## src/rtl/gate_exerciser.sv

```systemverilog
// Exhaustive stimulus/response engine for a combinational gate.
// Sweeps every input vector, samples the gate, and scores it against TRUTH.
module gate_exerciser #(
  parameter int                        N_IN   = 2,
  parameter logic [(2**N_IN)-1:0]      TRUTH  = 4'b1000,
  parameter int                        SETTLE = 1
) (
  input  logic            clk,
  input  logic            rst,
  input  logic            start,
  input  logic            dut_y,
  output logic [N_IN-1:0] stim_out,
  output logic            busy,
  output logic            done,
  output logic            pass,
  output logic [N_IN:0]   err_count,
  output logic            fail_valid,
  output logic [N_IN-1:0] first_fail_vec
);

  typedef enum logic [1:0] {
    IDLE,
    RUN,
    DONE
  } state_t;

  localparam logic [3:0]    SET_CNT = 4'(SETTLE);
  localparam logic [N_IN:0] ERR_ONE = (N_IN+1)'(1);
  localparam logic [N_IN-1:0] VEC_ONE = N_IN'(1);

  state_t          state, state_n;
  logic [3:0]      cnt, cnt_n;
  logic [N_IN-1:0] stim_n;
  logic            busy_n;
  logic            done_n;
  logic            pass_n;
  logic [N_IN:0]   err_n;
  logic            fv_n;
  logic [N_IN-1:0] ffv_n;
  logic            mismatch;

  assign mismatch = dut_y != TRUTH[stim_out];

  always_ff @(posedge clk) begin
    if (rst) begin
      state          <= IDLE;
      cnt            <= '0;
      stim_out       <= '0;
      busy           <= 1'b0;
      done           <= 1'b0;
      pass           <= 1'b0;
      err_count      <= '0;
      fail_valid     <= 1'b0;
      first_fail_vec <= '0;
    end else begin
      state          <= state_n;
      cnt            <= cnt_n;
      stim_out       <= stim_n;
      busy           <= busy_n;
      done           <= done_n;
      pass           <= pass_n;
      err_count      <= err_n;
      fail_valid     <= fv_n;
      first_fail_vec <= ffv_n;
    end
  end

  always_comb begin
    state_n = state;
    cnt_n   = cnt;
    stim_n  = stim_out;
    busy_n  = busy;
    done_n  = done;
    pass_n  = pass;
    err_n   = err_count;
    fv_n    = fail_valid;
    ffv_n   = first_fail_vec;
    unique case (state)
      IDLE, DONE: begin
        if (start) begin
          state_n = RUN;
          cnt_n   = SET_CNT;
          stim_n  = '0;
          busy_n  = 1'b1;
          done_n  = 1'b0;
          pass_n  = 1'b0;
          err_n   = '0;
          fv_n    = 1'b0;
          ffv_n   = '0;
        end
      end
      RUN: begin
        if (cnt != 4'd0) begin
          cnt_n = cnt - 4'd1;
        end else begin
          if (mismatch) begin
            err_n = err_count + ERR_ONE;
            if (!fail_valid) begin
              fv_n  = 1'b1;
              ffv_n = stim_out;
            end
          end
          // Last vector ends the sweep before the counter could wrap
          if (stim_out != '1) begin
            stim_n = stim_out + VEC_ONE;
            cnt_n  = SET_CNT;
          end else begin
            state_n = DONE;
            busy_n  = 1'b0;
            done_n  = 1'b1;
            stim_n  = '0;
            pass_n  = (err_n == '0);
          end
        end
      end
      default: state_n = IDLE;
    endcase
  end

endmodule

```

## config.mk

```make
export PLATFORM = sky130hd
export DESIGN_NAME = gate_exerciser
export DESIGN_NICKNAME = d
export VERILOG_FILES = /design/src/rtl/gate_exerciser.sv
export SDC_FILE = /design/constraint.sdc
export NUM_CORES = 1
export LEC_CHECK = 0
export ABC_AREA = 0
export CAP_MARGIN = 5
export CORE_UTILIZATION = 29
export DETAILED_ROUTE_END_ITERATION = 16
export HOLD_SLACK_MARGIN = 0.05
export PLACE_DENSITY_LB_ADDON = 0.12
export SYNTH_ARGS = -nofsm -noshare
export SYNTH_HDL_FRONTEND = slang
export SYNTH_SLANG_ARGS = --single-unit
```

## constraint.sdc

```tcl
create_clock -name clk -period 3.4 [get_ports clk]
set_input_delay 0.68 -clock clk [delete_from_list [all_inputs] [get_ports clk]]
set_output_delay 0.68 -clock clk [all_outputs]
set_load 0.05 [all_outputs]
```

==> summary.txt <==
Setup path
  • Worst setup EP type: output port
  • Worst setup endpoint: stim_out[0]
  • Worst Setup Path Type: reg2out
  • Maximum cell stage delay along the critical path: around 0.84 ns
  • Family with the most delay on the worst path: buffers and inverters
  • R2r startpoint: stim_out[0]
  • R2R depth: 5
  • Cell with the largest stage delay on the worst path: clkdlybuf4s50_1
  • Source of the critical timing path: stim_out[0]
  • Total number of cells along the worst setup path: 1
  • Reg-to-reg setup timing slack: about 1.5 ns
  • Data arrival time of the worst path: roughly 1.5 ns
  • Worst endpoint required time: around 2.7 ns
  • Critical path peak fanout: 4
  • R2r endpoint: first_fail_vec[1]
  • WP buf/inv: 1
  • Startpoint kind of the worst setup timing path: flop
  • Cells along the critical path: clkdlybuf4s50_1

Global routing
  • Antenna violations before repair: 0
  • Vias in the first global route: 660
  • Wire length of the first global-routing pass: 2.89 mm
  • Global route overflow: 0
  • Overall fraction of global-route tracks in use: 13.3%
  • Largest net degree at the start of global routing: 16

Timing
  • Clock skew: 0.00397 ns
  • Fin crit share: approximately 65%
  • Unrepaired setup endpoints after global routing: no
  • Count of pins over their slew limit: 0
  • Final Hold Fails: 0
  • Max frequency: 0.451 GHz
  • Worst relative slew slack: 62.2%
  • Setup violations, final: 0
  • Slew @ Worst Pin: between 0.5 and 0.6 ns
  • Setup TNS after final layout: 0 ns
  • Tmin final: 2.22 ns

Pwr
  • Total power divided by cell area: between 400 and 500 mW/mm2
  • Final Total Pwr: approximately 420 uW
  • Maximum vdd ir drop: 0.000256 V
  • Leakage power: between 0.0003 and 0.0004 uW

Clock tree
  • Clock tree buffer depth: 2
  • Post-CTS sizing: 0
  • Number of hold buffers added after CTS: 0
  • Total setup buffers inserted after CTS: 0
  • Level count of the clock H-tree: 1
  • Root buffer cell: clkbuf_4
  • TritonCTS buffer count: 3
  • Clock insertion delay at the later pin of the skew report: about 0.28 ns
  • CTS clock-pin slew for the worst setup and hold paths: around 0.09 ns
  • Number of sinks handled by clock tree synthesis: 17
  • TritonCTS clock tree: built

Layout
  • Area added between synthesis and finish: 23.8%
  • Most frequent cells in the layout: a21oi_1, dfxtp_1, clkdlybuf4s50_1
  • Sequential Area: approximately 340 um2
  • Fill cell count: 285
  • Total inserted antenna cells: 0
  • Fin cells: approximately 140
  • Layout cell share with drive strength beyond 1: 6.31%
  • Total number of nets in the final design: 120
  • Most common cell after layout, fill and taps aside: a21oi_1
  • Total area of multi-input combinational cells: 452 um2

Synth
  • Cell taking the most area after synthesis: dfxtp_1
  • Area share of the largest cell type after synthesis: roughly two fifths
  • Number of distinct library cells after synthesis: 29
  • Syn Nets: roughly 100
  • Number of cells produced by synthesis: between 90 and 100
  • Synth Cell Area: around 800 um2
  • Async set-or-reset flop fraction in the synthesized netlist: 0%
  • Most frequently used flop master after synthesis: dfxtp_1
  • Count of flip-flops with a built-in enable after synthesis: 0
  • Yosys warning count: 0
  • Number of synthesized register bits: 17
  • Top area cells in the synthesized netlist: dfxtp_1, a21oi_1, ha_1
  • Average instance area after synthesis: roughly 8.6 um2
  • Sequential-to-total area share from yosys stat: between 40 and 50%

Route
  • Via count: between 700 and 800
  • Antenna-violating nets left: 0
  • 1st-pass router iterations: 4
  • Detailed Route WL: approximately 1.8 mm
  • Count of unresolved DRC violations after routing: 0
  • Average vias per placed instance: 5.10
  • Drt wl/cell: 12.5 um
  • Detailed router's first-iteration violation count: 14

Run status
  • Run status: complete, no violations

Worst hold path
  • Hold Path Cell Cnt: 2
  • Path category of the worst min-delay check: reg2reg

Placed design
  • Post-DP HPWL: roughly 1.3 mm
  • Post-Place Cells: around 140
  • Routability cong.: ~0.75
  • Number of port buffers: 14

Floorplan
  • Io pins: 15
  • Initial Utilization: between 30% and 40%
  • Area of the die: roughly 0.0030 mm2
  • Die width: 55.2 um
  • Die Y: around 55 um
  • Total number of placement rows: 18
  • Core area: between 0.002 and 0.003 mm2

Run
  • Maximum Capacitance Violations: 0
-- through the flow --
stage | hold slack, ns | setup WS (ns) | area (um2) | utilization (%)
floorplan | 0.445 | 1.37 | 820 | -
global placement | 0.466 | 0.992 | 988 | 38.5
detailed placement | 0.461 | 0.950 | 988 | 38.5
CTS | 0.481 | 1.16 | 1010 | 39.5
global route | 0.490 | 1.11 | 1010 | 39.5
finish | 0.477 | 1.18 | 1010 | 39.5
-- flip-flops by register name, summed over array words and instances (netlist names) --
signal / cells
first_fail_vec: 2
cnt: 4
err_count: 3
done: 1
state: 2
stim_out: 2
pass: 1
busy: 1
fail_valid: 1
-- how the worst min path moves through the flow --
stage | from | to | slack, ns
2_1_floorplan | state[1] | state[1] | 0.44
3_3_place_gp | state[1] | state[1] | 0.47
3_5_place_dp | state[1] | state[1] | 0.46
4_1_cts | state[1] | state[1] | 0.48
5_1_grt | state[1] | state[1] | 0.49
6_report | done | done | 0.48
-- power by group --
group	leakage [uW]	internal, uW	switching (uW)
registers	0.000138	209	9.11
clock network	0.0000150	45.5	58.8
logic	0.000204	33.7	60.9
total	0.000358	288	129
-- worst reg2reg max path, delay by kind of cell, from the launching register on --
| kind | cells | cell delay [ns] |
|---|---|---|
| AOI/OAI and AO/OA | 2 | 0.26 |
| adders and majority gates | 1 | 0.40 |
| xor gates and xnor gates | 1 | 0.39 |
| DFF | 1 | 0.43 |
| and+or+nand+nor | 1 | 0.41 |
-- per-layer routing --
metal	up-vias	wire length, um	GRT usage (%)
li1	373	-	-
met1	330	880	17.7
met3	2	51	2.46
met4	0	13	5.00
met5	-	0	0
met2	14	816	21.3
-- final cells by class --
class | count | area share, %
Clock buffer | 4 | 2.59
Inverter | 5 | 1.85
Multi-Input combinational cell | 71 | 44.5
Sequential cell | 17 | 33.5
Tap cell | 30 | 3.70
Timing Repair Buffer | 14 | 13.8
-- kinds of logic after synthesis --
family | after synthesis | synth area share (%)
AOI/OAI and AO/OA | 32 | 22.1
adders and majority gates | 4 | 6.11
DFF | 17 | 41.5
and+or+nand+nor | 31 | 21.7
buffers and inverters | 7 | 3.36
xor gates and xnor gates | 4 | 5.19
-- Yosys cell counts (all sizes together) (2+ instances only) --
cell and count:
a21oi 19, dfxtp 17, nor2 8, nor3 7, o21ai 7, inv 5, ha 4, nand2 4
xnor2 3, nand2b 2, nor2b 2, or4 2
(Power assumes the default switching activity.)
==> patch, RTL diff (same flow settings) <==
`N_IN`: 2 -> 4.
--- a/src/rtl/gate_exerciser.sv
+++ b/src/rtl/gate_exerciser.sv
@@ -1,7 +1,7 @@
 // Exhaustive stimulus/response engine for a combinational gate.
 // Sweeps every input vector, samples the gate, and scores it against TRUTH.
 module gate_exerciser #(
-  parameter int                        N_IN   = 2,
+  parameter int                        N_IN   = 4,
   parameter logic [(2**N_IN)-1:0]      TRUTH  = 4'b1000,
   parameter int                        SETTLE = 1
 ) (
Interface: changed (resized err_count, first_fail_vec and stim_out); port bits go from 15 to 21. No check against the original RTL was run, so the function may have changed too.
==> patch against the unedited design <==
Setup slack got worse by 0.061 ns. Critical path depth unchanged. Cell area increased by 47%. Power increased by 65%. Sequential cell count increased by 7. Sequential power increased by 43%. Routed wire length increased by 78%. Area after synthesis increased by 44%. Clock power increased by 93%. Worst hold slack got worse by 0.00089 ns.
==> patch: results (changes against the unedited design) <==
synth:
  synthCells: 140  # was 95
  synth_common_cells: "24 x dfxtp_1, 16 x a21oi_1, 12 x nor2_1"  # was 18 x a21oi_1, 17 x dfxtp_1, 7 x nor2_1, 7 x nor3_1, 7 x o21ai_0
  yosysWarnings: 0  # unchanged
  synth_nets: 148  # was 103
  async_reset_ff_frac: 0  # unchanged
  ys_seq_area_frac: 0.409  # was 0.415
  ys_top_cells_by_area: "dfxtp_1 41%, a21oi_1 6.8%, ha_1 4.3%"  # was dfxtp_1 42%, a21oi_1 11%, ha_1 6.1%
  ys_types: 36  # was 29
worst_setup_path:
  worstPathArrival_ns: 1.60  # was 1.54 ns
  cpMaxStageDelayCell: "clkdlybuf4s50_1"  # unchanged
  r2r-start: "cnt[0]"  # was stim_out[0]
  path_max_fanout: 6  # was 4
  crit_family: "buffers and inverters"  # unchanged
  r2r_cells: 7  # was 5
  cpPeakStageDelay_ns: 0.86  # was 0.84 ns
  reg2reg_slack_ns: 1.23  # was 1.46 ns
detailed_routing:
  wire_per_inst_microns: 15.0  # was 12.5 microns
  routed_via_density: 5.46  # was 5.10
  first_iter_violations: 59  # was 14
  firstDrtPassIters: 4  # unchanged
grt:
  grt_antenna_before_repair: 0  # unchanged
  grt_max_degree: 14  # was 16
  grtUsageTotal: 0.159  # was 0.133
  grt_pass1_wl_microns: 5220  # was 2890 microns
sta:
  finClkSkew_ns: 0.00937  # was 0.00397 ns
  setup_violations: 0  # unchanged
  worst_slew_pin_slew_ns: 0.781  # was 0.565 ns
  post-route-min-period_ns: 2.28  # was 2.22 ns
  final_hold_viol_count: 0  # unchanged
clock_network:
  htree_levels: 1  # unchanged
  cts_root_buf: "clkbuf_8"  # was clkbuf_4
  clock_path_buffers: 2  # unchanged
  cts-resized-gates: 0  # unchanged
  clk_pin_slew_worst_paths_ns: 0.09  # about the same
  worstSkewPairLatency_ns: 0.27
  cts_setup_buffers: 0  # unchanged
  cts-buffers-inserted: 3  # unchanged
worst_hold_path:
  hp-class: "flop to flop"  # unchanged
  hold_start: "first_fail_vec[2]"  # was done
  holdPathStages: 2  # unchanged
  hold_end: "first_fail_vec[2]"  # was done
place:
  portBuffers: 20  # was 14
  post-place-ws_ns: 0.984  # was 0.950 ns
  dp_hpwl_microns: 2300  # was 1340 microns
  place.gp.congestion: 0.846  # was 0.754
  place_area_sq_um: 1430  # was 988 sq um
power_and_ir_drop:
  peakVddDrop_uv: 158  # was 256 uV
  p_leak_nw: 0.535  # was 0.358 nW
final_layout:
  nets: 170  # was 120
  registers.top_by_ff_count: "err_count"  # was cnt
  drive_gt1_frac: 0.0621  # was 0.0631
  final_cells: 209  # was 141
  largest_register_ffs: 5  # was 4
  insertedDiodeCount: 0  # unchanged
run_status:
  status: "finished, final reports clean"  # unchanged
## patch: kinds of logic after synthesis
| family | synth area share |
|---|---|
| AND/OR/NAND/NOR | 0.254 |
| AO/OA/AOI/OAI | 0.233 |
| flip-flops | 0.409 |
| buffers and inverters | 0.0308 |
| adder cells (fa/ha/maj) | 0.0426 |
| XOR/XNOR | 0.0223 |
| multiplexers | 0.00851 |
## patch: through the flow
stage | utilization | hold slack (ns)
after floorplan | - | 0.445
after global placement | 0.380 | 0.455
after CTS | 0.395 | 0.477
after global routing | 0.395 | 0.501
after detailed placement | 0.380 | 0.464
final | 0.395 | 0.477
## patch: worst min-delay path, cell delays in order, from the launching register on
cell,delay [ns]
dfxtp_1,0.31
o21ai_0,0.06
a21oi_1,0.06
## patch: cell type report
class / count / area, sq um
Timing Repair Buffer: 23 / 223
Sequential cell: 24 / 480
Clock buffer: 4 / 55.1
Tap cell: 48 / 60.1
Multi-Input combinational cell: 107 / 659
Inverter: 3 / 11.3
Fill cell: 371 / 2280
## patch: layer usage
metal / wire length (microns) / GRT usage / vias to the layer above
li1: - / - / 557
met1: 1550 / 0.216 / 543
met2: 1370 / 0.245 / 35
met3: 159 / 0.0278 / 7
met4: 52 / 0.0679 / 0
met5: 0 / 0 / -
## patch: worst max-delay path by stage
stage,start,end,slack (ns)
after detailed placement,start,flop,0.98
after floorplan,cnt[0],flop,1.58
after global routing,err_count[0],err_count[0],1.05
after CTS,err_count[2],err_count[2],1.13
after global placement,start,flop,1.04
final,stim_out[0],stim_out[0],1.12
## patch: where the power goes
group / internal [mW] / total, mW / leakage, nW / switching (mW)
clock network: 0.104 / 0.201 / 0.0288 / 0.0975
logic: 0.0585 / 0.173 / 0.311 / 0.114
registers: 0.295 / 0.312 / 0.195 / 0.0166
